### src/rtl/mux_arb_pkg.sv
// Shared constants for the round-robin output multiplexer:
// the FSM encoding, the default sizes and the pointer wrap helper.
package mux_arb_pkg;

    localparam int N_DEFAULT = 4;
    localparam int W_DEFAULT = 8;

    localparam logic [0:0] IDLE = 1'b0;
    localparam logic [0:0] BUSY = 1'b1;

    // Advance a requester index by one, wrapping from n-1 back to 0.
    function automatic int wrap_inc(input int idx, input int n);
        return (idx + 1 >= n) ? 0 : idx + 1;
    endfunction

endpackage

### src/rtl/rr_pick.sv
// Rotating first-set-bit search: starting at ptr and wrapping at N-1,
// returns whether any request is set and the index of the first one.
module rr_pick #(
    parameter int N = 4,
    localparam int SW = (N > 1) ? $clog2(N) : 1
) (
    input  logic [N-1:0]  req,
    input  logic [SW-1:0] ptr,
    output logic          found,
    output logic [SW-1:0] idx
);

    logic [SW-1:0] cand_s;
    logic          hit_s;

    // Scan from the farthest offset down so the offset closest to ptr wins.
    always_comb begin
        found  = 1'b0;
        idx    = {SW{1'b0}};
        cand_s = {SW{1'b0}};
        hit_s  = 1'b0;
        for (int k = N - 1; k >= 0; k--) begin
            cand_s = SW'((int'(ptr) + k) % N);
            hit_s  = req[cand_s];
            found  = found | hit_s;
            idx    = hit_s ? cand_s : idx;
        end
    end

endmodule

### src/rtl/mux_arbiter.sv
// Round-robin N-to-1 word multiplexer: grants one requester, holds its
// captured word until downstream accepts it, then acks and rotates priority.
module mux_arbiter
    import mux_arb_pkg::*;
#(
    parameter int N = N_DEFAULT,
    parameter int W = W_DEFAULT,
    localparam int SW = (N > 1) ? $clog2(N) : 1
) (
    input  logic           clk,
    input  logic           rst,
    input  logic [N-1:0]   req,
    input  logic [N*W-1:0] data_in,
    input  logic           out_ready,
    output logic           out_valid,
    output logic [W-1:0]   out_data,
    output logic [SW-1:0]  sel,
    output logic [N-1:0]   ack
);

    logic [0:0]    state_r;
    logic [SW-1:0] ptr_r;
    logic          found_s;
    logic [SW-1:0] pick_idx_s;
    logic [W-1:0]  mux_data_s;
    logic [SW-1:0] next_ptr_s;
    logic [N-1:0]  ack_next_s;

    rr_pick #(.N(N)) u_rr_pick (
        .req   (req),
        .ptr   (ptr_r),
        .found (found_s),
        .idx   (pick_idx_s)
    );

    // N-to-1 steering of the picked requester's data slice.
    always_comb begin
        mux_data_s = {W{1'b0}};
        for (int i = 0; i < N; i++) begin
            mux_data_s = (pick_idx_s == SW'(i)) ? data_in[i*W +: W] : mux_data_s;
        end
    end

    // Post-handshake priority pointer and the one-hot ack for the granted slot.
    always_comb begin
        next_ptr_s = SW'(wrap_inc(int'(sel), N));
        ack_next_s = {{(N-1){1'b0}}, 1'b1} << sel;
    end

    // Grant/hold FSM; the word is captured at grant so later input changes are ignored.
    always_ff @(posedge clk or posedge rst) begin
        if (rst) begin
            state_r   <= IDLE;
            out_valid <= 1'b0;
            out_data  <= {W{1'b0}};
            sel       <= {SW{1'b0}};
            ptr_r     <= {SW{1'b0}};
            ack       <= {N{1'b0}};
        end else begin
            case (state_r)
                IDLE: begin
                    ack <= {N{1'b0}};
                    if (found_s) begin
                        sel       <= pick_idx_s;
                        out_data  <= mux_data_s;
                        out_valid <= 1'b1;
                        state_r   <= BUSY;
                    end else begin
                        out_valid <= 1'b0;
                    end
                end
                BUSY: begin
                    if (out_ready) begin
                        ack       <= ack_next_s;
                        out_valid <= 1'b0;
                        ptr_r     <= next_ptr_s;
                        state_r   <= IDLE;
                    end else begin
                        ack <= {N{1'b0}};
                    end
                end
                default: begin
                    state_r   <= IDLE;
                    out_valid <= 1'b0;
                    ack       <= {N{1'b0}};
                end
            endcase
        end
    end

endmodule

### config.mk
export PLATFORM = sky130hd
export DESIGN_NAME = mux_arbiter
export DESIGN_NICKNAME = d
export VERILOG_FILES = /design/src/rtl/mux_arb_pkg.sv /design/src/rtl/rr_pick.sv /design/src/rtl/mux_arbiter.sv
export SDC_FILE = /design/constraint.sdc
export NUM_CORES = 1
export LEC_CHECK = 0
export CAP_MARGIN = 40
export CELL_PAD_IN_SITES_DETAIL_PLACEMENT = 2
export CELL_PAD_IN_SITES_GLOBAL_PLACEMENT = 2
export CORE_ASPECT_RATIO = 0.6
export CORE_MARGIN = 10
export CORE_UTILIZATION = 22
export DETAILED_ROUTE_END_ITERATION = 10
export PLACE_DENSITY_LB_ADDON = 0.1
export SYNTH_ARGS = -nofsm -noshare
export SYNTH_HDL_FRONTEND = slang
export SYNTH_SLANG_ARGS = --single-unit
### constraint.sdc
create_clock -name clk -period 1.68 [get_ports clk]
set_input_delay 0.42 -clock clk [delete_from_list [all_inputs] [get_ports clk]]
set_output_delay 0.42 -clock clk [all_outputs]
set_load 0.02 [all_outputs]
==> results of run 1 <==
area by class of cell:
cell class	count	area share (%)
tap	60	4.07
timing repair buffer	69	36.9
inverter	4	0.814
clock buffer	4	2.98
multi-input combinational	63	30.8
sequential	18	24.4
synthesized netlist by cell type (all sizes together):
library cell	n
nand2	12
nor2b	2
mux2i	17
o31ai	1
mux2	1
buf	4
nor2	1
ha	4
and3	4
o32a	1
o221ai	9
a21oi	2
or2	2
nor4	1
o21ai	3
o21a	1
inv	4
dfrtp	18
a21boi	1
nand2b	1
metal layers:
metal / routed length, um / share of wire [%] / vias up
met5: 0 / 0 / -
met4: 17 / 0.42 / 0
met3: 309 / 7.6 / 2
met2: 1930 / 48 / 35
met1: 1790 / 44 / 467
li1: - / - / 464
where the power goes:
group / switching, mW / internal (mW)
sequential: 0.101 / 0.578
combinational: 0.598 / 0.623
clock: 0.145 / 0.208
cell families (layout without fill, tap and decap cells):
family | after synthesis | after routing | synth area share [%]
and+or+nand+nor | 23 | 23 | 11.3
AOI/OAI and AO/OA | 18 | 18 | 13.8
muxes | 18 | 18 | 18.4
DFF | 18 | 18 | 45.7
buffers and inverters | 8 | 77 | 5.71
adders and majority gates | 4 | 4 | 5.08
worst paths after layout:
kind,slack [ns],cells after the start,end
min in group clk,0.49,2,out_data[4]
max in group asynchronous,1.00,3,out_data[0]
min reg2reg,0.49,2,out_data[4]
min,0.48,3,sel[1]
max reg2reg,0.09,5,out_data[3]
max,0.06,6,out_data[3]
metrics by stage:
step	instance area (um^2)	setup slack, ns	setup TNS, ns	instances
3_3_place_gp	1680	-0.506	-5.09	213
4_1_cts	1800	-0.00634	-0.00864	218
6_report	1850	0.0644	0	218
3_5_place_dp	1680	-0.561	-5.35	213
2_1_floorplan	986	0.0969	0	89
5_1_grt	1850	-0.00340	-0.00340	218
critical path: stages:
cell	delay, ns
clkdlybuf4s15_1	0.22
buf_4	0.16
o32a_1	0.41
buf_6	0.17
mux2i_2	0.21
o221ai_1	0.14
registers in the layout, indices dropped and copies added (netlist names):
signal and cells:
ack 4, sel 2, out_valid 1, out_data 8, ptr_r 2, state_r 1
timing repair:
item,4_1_cts,5_1_grt
resized for setup,23,20
pin swaps,4,4
cloned,0,0
endpoints found under the setup margin,14,17
setup buffers,1,0
==> metrics, run 1 <==
Clock transition at path regs=0.07 ns; YS warnings=0; DR vias/cell=4.44; top cell type's share of synthesized area=45.7%; Max Cap Viol=0; Starting Density=23.4%; critical path startpoint=req[3]; multi-input combinational cell area=568 um^2; met3 Use GR=4.91%; Post-Route Utilization=43.8%; die width=106 um; 1st-iter DRT viols=23; post-synthesis cell area=986 um^2; Pleak=0.896 nW; remaining global-route overflow=0; crit path kind=in -> reg; VDD IR-drop max=0.333 mV; Synth Register Bits=18; most frequent cells in the layout=clkdlybuf4s50_1, dfrtp_1, buf_4, mux2i_1, nand2_1; Worst Tran Pin Value=0.286 ns; drt pass-1 iters=4; # nets final=202; WP data required=1.80 ns; H-tree Lvls=1; Overall Global Routing Usage=10.9%; total core area=0.00421 mm^2; Hold/Removal Path Class=in -> async; total clock sinks=18; synth unique cells=23; antenna-violating nets left=0; deepest clock path buffer count=2; CTS tree=built; relative slew slack=80.9%; worst hold slack=0.481 ns; # setup viols final=0; PwrDens=1220 mW/mm^2; cts hold-fix bufs=0; diode count=0; Global Route met1 Usage=12.7%; leading area contributor after synthesis=dfrtp_1; Seq/Total Area, Yosys=45.7%; pin count of the biggest net entering global routing=19; port bufs=53; leading cell type in the layout, fill and taps excluded=clkdlybuf4s50_1; CP Launch Type=input pin; Tcrit/Tclk final=96.2%; Avg Cell Area, Syn=11.1 um^2; post-DP HPWL=3360 um; Detailed Route WL=4050 um; Area Growth Syn to Fin=87.2%; Hold Fails Final Rpt=0; grt peak-use layer=met2; root buf cell=clkbuf_8; status=completed; routed len/inst=18.6 um; Seq. cell area=450 um^2; syn nets=132; GR Util met2=18.4%; Critical Path End Type=flop; post-synthesis instance total=89; CP max FO=4; die area=0.00765 mm^2; Power, Total=2.25 mW; Filler Cell Count=443; first-pass GRT wire length=6490 um; Reg2Reg Launch Point=ptr_r[1]; Slew Viols, Final=0; vias in the first global route=1151; CTS buffer count=3; # DRC=0; die height=71.9 um; WP data arrival=1.73 ns; IO Count=54; Final Critical Period=1.62 ns; Max Clock Freq=619 MHz; Clk Latency, worst-skew pair=0.25 ns; fraction of layout cells with a size suffix above 1=24.7%; routability cong.=0.709; Rows=18; initial antenna violation count=0; vias=968; largest cells by area after synthesis=dfrtp_1, mux2i_1, o221ai_1, ha_1, nand2_1; Setup Skew=0.00173 ns
(Power assumes the default switching activity.)
==> run 2: changes to the inputs <==
Settings changed: CELL_PAD_IN_SITES_DETAIL_PLACEMENT 2 to default, CELL_PAD_IN_SITES_GLOBAL_PLACEMENT 2 to default, CORE_UTILIZATION 22 to 38, PLACE_DENSITY from default to 0.79, PLACE_DENSITY_LB_ADDON 0.1 to default.
==> run 2 against run 1 <==
Global-route usage is 3.1 points higher. Routed wire length is 16% lower. Critical path type is now reg -> out. Register-to-register slack gained 0.02 ns. Largest power group unchanged.
==> metrics, run 2 (same netlist as run 1, synthesis figures left out) <==
placed inst area=0.00161 mm^2 (-3.9%); die width=85.8 um (-19%); Tcrit/Tclk final=98.1% (+2.0 points); Clk Latency, worst-skew pair=0.26 ns (about the same); Max Cap Viol=0 (unchanged); Worst Tran Pin Value=0.284 ns (-0.00246 ns); WP data arrival=1.23 ns (-0.50 ns); Critical Path End Type=output port; crit path cell chain=clkdlybuf4s50_1; root buf cell=clkbuf_8; remaining global-route overflow=0 (unchanged); Rows=14 (-4); relative slew slack=81.1% (+0.20 points); Hold Fails Final Rpt=0 (unchanged); Post-Route Utilization=70.3% (+26 points); setup TNS=0 ns (unchanged); IO Count=54 (unchanged); total core area=0.00249 mm^2 (-41%); Cells after DPL=181 (-15%); status=completed; max reg flops=8 (unchanged); 1st-iter DRT viols=52 (+130%); antenna-violating nets left=0 (unchanged); CP Launch Type=flop; die height=59.5 um (-17%); crit path kind=reg -> out; CTS tree=built; Max Clock Freq=606 MHz (-2.0%); reg-to-reg slack, setup=0.11 ns (+0.02 ns); H-tree Lvls=1 (unchanged); slowest CP cell=clkdlybuf4s50_1; VDD IR-drop max=0.820 mV (+150%); Clock transition at path regs=0.07 ns (about the same); top flop regs=out_data (8), ack (4); Hold/Removal Path Class=in -> async; register with the most flip-flops=out_data; pin count of the biggest net entering global routing=19 (unchanged); port bufs=53 (unchanged); leading cell type in the layout, fill and taps excluded=clkdlybuf4s50_1; CTS buffer count=3 (unchanged); DR vias/cell=5.19 (+17%); Crit path max-delay family=buffers and inverters; routability cong.=0.857 (+21%); Layout Cells excl Fill=186 (-15%); die area=0.00510 mm^2 (-33%); # nets final=198 (-2.0%); Largest stage delay, worst path=0.62 ns (+0.21 ns); initial antenna violation count=0 (unchanged); drt pass-1 iters=4 (unchanged); Detailed Route WL=3420 um (-16%); PwrDens=1260 mW/mm^2 (+3.5%); Area Growth Syn to Fin=77.3%; Setup Skew=0.00222 ns (+0.000491 ns); crit path buf inv count=1 (-2); RSZ-0062 raised after global routing=no; WP data required=1.26 ns (-0.54 ns); fraction of layout cells with a size suffix above 1=17.5% (-7.2 points); post-DP HPWL=2650 um (-21%); total clock sinks=18 (unchanged); # setup viols final=0 (unchanged); first-pass GRT wire length=5630 um (-13%); vias in the first global route=1103 (-4.2%); cts hold-fix bufs=0 (unchanged); Final Cell Area=0.00175 mm^2 (-5.3%); Starting Density=39.6% (+16 points); routed len/inst=18.4 um (-1.0%); most frequent cells in the layout=clkdlybuf4s50_1, dfrtp_1, nand2_1, mux2i_1, buf_4; Overall Global Routing Usage=14.0% (+3.1 points); vias=966 (-0.21%); deepest clock path buffer count=2 (unchanged); Pleak=0.862 nW (-3.9%); Final Critical Period=1.65 ns (+0.0332 ns); CP max FO=2 (-2); diode count=0 (unchanged); Slew Viols, Final=0 (unchanged); # DRC=0 (unchanged)
## run 2: tightest hold or removal path: stages
cell,delay (ns)
clkdlybuf4s50_1,0.40
inv_1,0.05
buf_4,0.25
## run 2: path summary, 6_finish.rpt
check | startpoint | to | cells after the start
max reg2reg | ptr_r[1] | out_data[4] | 5
min reg2reg | out_valid | out_valid | 1
min in group clk | out_valid | out_valid | 1
max | out_data[2] | out_data[2] | 1
max in group asynchronous | rst | sel[0] | 3
min | rst | ack[3] | 3
## run 2: repair_timing
item                       4_1_cts  5_1_grt
cloned                           1        0
setup endpoints to repair       12       14
pin swaps                        2        3
setup buffers                    0        0
resized for setup               15       11
## run 2: layer usage
| layer | up-vias | GRT usage, % | part of all wire [%] |
|---|---|---|---|
| met4 | 0 | 3.97 | 1.4 |
| li1 | 457 | - | - |
| met3 | 6 | 5.49 | 7.7 |
| met2 | 49 | 23.5 | 47 |
| met1 | 454 | 16.2 | 44 |
| met5 | - | 0 | 0 |
## run 2: power breakdown
group          switching, mW  internal (mW)
clock network          0.153          0.209
registers              0.117          0.578
logic                  0.551          0.602
total                  0.821           1.39
## run 2: cell type report
cell class	count	area (um^2)
well taps	32	40.0
flip-flops and latches	18	450
repair buffers	65	661
clock buffers	4	55.1
inverters	4	15.0
multi-input cells	63	527
fillers	177	739
## run 2: stage by stage
step | setup slack (ns) | hold WS [ns] | power, mW
detailed placement | -0.479 | 0.473 | 1.76
global placement | -0.387 | 0.471 | 1.71
floorplan | 0.0969 | 0.359 | 1.27
global route | 0.00388 | 0.500 | 2.33
CTS | 0.00612 | 0.479 | 2.21
finish | 0.0311 | 0.476 | 2.21
==> run 3: changes to the inputs <==
Settings changed: CORE_UTILIZATION 38 to 35, PLACE_DENSITY 0.79 to 0.74, SLEW_MARGIN from default to 20.
==> run 3 against run 2 <==
Via count up 2.1%. Register-to-register slack better by 0.02 ns. Hold slack better by 0.0043 ns. Sequential share of layout area up 0.83 points. First-iteration DRC count up 3.8%. Largest power group unchanged. Sequential power about the same.
==> metrics, run 3 (same netlist as run 1, synthesis figures left out) <==
RSZ-0062 raised after global routing=no; antenna-violating nets left=0 (unchanged); first-pass GRT wire length=5470 um (-2.8%); CTS tree=built; leading cell type in the layout, fill and taps excluded=clkdlybuf4s50_1; top flop regs=out_data (8), ack (4); Worst R2R Path Depth=5 (unchanged); port bufs=53 (unchanged); status=completed; Overall Global Routing Usage=13.1% (-0.87 points); Post-Route Utilization=65.5% (-4.8 points); Max Clock Freq=615 MHz (+1.4%); H-tree Lvls=1 (unchanged); PwrDens=1210 mW/mm^2 (-4.0%); CTS buffer count=3 (unchanged); register with the most flip-flops=out_data; diode count=0 (unchanged); Clk Latency, worst-skew pair=0.25 ns (about the same); crit path cell chain=clkdlybuf4s50_1; Clock transition at path regs=0.06 ns (about the same); crit path buf inv count=1 (unchanged); DR vias/cell=5.33 (+2.6%); Hold/Removal Path Class=in -> async; total clock sinks=18 (unchanged); routability cong.=0.800 (-6.6%); routed len/inst=17.6 um (-4.4%); post-DP HPWL=2590 um (-2.2%); # nets final=198 (unchanged); critical path startpoint=out_data[4]; IO Count=54 (unchanged); Critical Path End Type=output port; vias in the first global route=1098 (-0.45%); Reg2Reg Launch Point=ptr_r[1]; 1st-iter DRT viols=54 (+3.8%); Pleak=0.852 nW (-1.1%); die width=88.5 um (+3.2%); CP Launch Type=flop; Detailed Route WL=3250 um (-4.9%); die area=0.00541 mm^2 (+6.1%); reg-to-reg slack, setup=0.13 ns (+0.02 ns); vias=986 (+2.1%); Rows=14 (unchanged); instance count on the critical path=1 (unchanged); Largest stage delay, worst path=0.61 ns (about the same); RR Endpoint=out_data[2]; fraction of layout cells with a size suffix above 1=16.3% (-1.2 points); worst setup path endpoint=out_data[4]; Max Cap Viol=0 (unchanged); Setup Skew=0.00204 ns (-0.000183 ns); # DRC=0 (unchanged); initial antenna violation count=0 (unchanged); deepest clock path buffer count=2 (unchanged); root buf cell=clkbuf_8; # setup viols final=0 (unchanged); Tcrit/Tclk final=96.8% (-1.3 points); number of setup buffers added after CTS=0 (unchanged); drt pass-1 iters=4 (unchanged); max reg flops=8 (unchanged); Area Growth Syn to Fin=72.2%; remaining global-route overflow=0 (unchanged); Worst Tran Pin Value=0.283 ns (-0.000929 ns); WP data required=1.26 ns (about the same); CP max FO=2 (unchanged); die height=61.1 um (+2.8%); Place WS=-0.447 ns (+0.0325 ns); most frequent cells in the layout=clkdlybuf4s50_1, dfrtp_1, mux2i_1, nand2_1; crit path kind=reg -> out; Crit path max-delay family=buffers and inverters; Hold Fails Final Rpt=0 (unchanged); VDD IR-drop max=0.629 mV (-23%); pin count of the biggest net entering global routing=19 (unchanged); Final Critical Period=1.63 ns (-0.0225 ns); Starting Density=38.0% (-1.6 points); slowest CP cell=clkdlybuf4s50_1; relative slew slack=80.6% (-0.48 points); Slew Viols, Final=0 (unchanged); Final Worst Setup Slack=0.0536 ns (+0.0225 ns); WP data arrival=1.21 ns (-0.02 ns); total core area=0.00259 mm^2 (+4.2%)
## run 3: cell types whose count changed in the layout (fill, tap and decap cells not counted), moves of 2 or more
cell | before | now
buf_4 | 10 | 8
mux2i_1 | 11 | 16
buf_6 | 0 | 3
dlygate4sd2_1 | 6 | 4
mux2i_2 | 6 | 1
## run 3: area by class of cell
| type | instances | area, um^2 |
|---|---|---|
| clock buffers | 3 | 41.3 |
| fillers | 207 | 895 |
| inverters | 4 | 15.0 |
| multi-input cells | 64 | 518 |
| flip-flops and latches | 18 | 452 |
| well taps | 32 | 40.0 |
| repair buffers | 64 | 632 |
## run 3: metal layers
| metal | up-vias | part of all wire, % | global-route usage (%) |
|---|---|---|---|
| li1 | 457 | - | - |
| met5 | - | 0 | 0 |
| met2 | 55 | 45 | 20.4 |
| met1 | 467 | 40 | 15.0 |
| met4 | 0 | 1.2 | 3.89 |
| met3 | 7 | 14 | 7.91 |
## run 3: where the power goes
group | total [mW] | leakage [nW] | switching [mW] | internal [mW]
clock | 0.293 | 0.0216 | 0.134 | 0.159
combinational | 1.07 | 0.606 | 0.525 | 0.547
sequential | 0.696 | 0.224 | 0.115 | 0.581
total | 2.06 | 0.852 | 0.774 | 1.29
## run 3: per-stage QoR
step	setup TNS [ns]	hold slack (ns)	std cells	cell area (um^2)	total power, mW
after floorplan	0	0.359	89	986	1.27
after global placement	-3.57	0.471	180	1590	1.69
after detailed placement	-4.31	0.479	180	1590	1.72
after CTS	0	0.496	185	1670	2.07
after global routing	0	0.513	185	1700	2.19
final	0	0.480	185	1700	2.06
## run 3: tightest hold or removal path, stage by stage
cell             delay (ns)
clkdlybuf4s50_1        0.39
inv_1                  0.05
buf_4                  0.23
## run 3: what timing repair did
item,CTS,global route
endpoints found under the setup margin,12,15
cloned,2,0
gates resized for setup,15,15
hold buffers,0,0
pin swaps,3,2
## run 3: worst min path at each step
stage | start | end | slack (ns) | depth (start not counted)
floorplan | rst | ack[0] | 0.36 | 1
global placement | out_data[2] | out_data[2] | 0.47 | 2
detailed placement | out_data[2] | out_data[2] | 0.48 | 2
CTS | rst | out_valid | 0.50 | 3
global route | out_data[2] | out_data[2] | 0.51 | 2
finish | rst | out_valid | 0.48 | 3
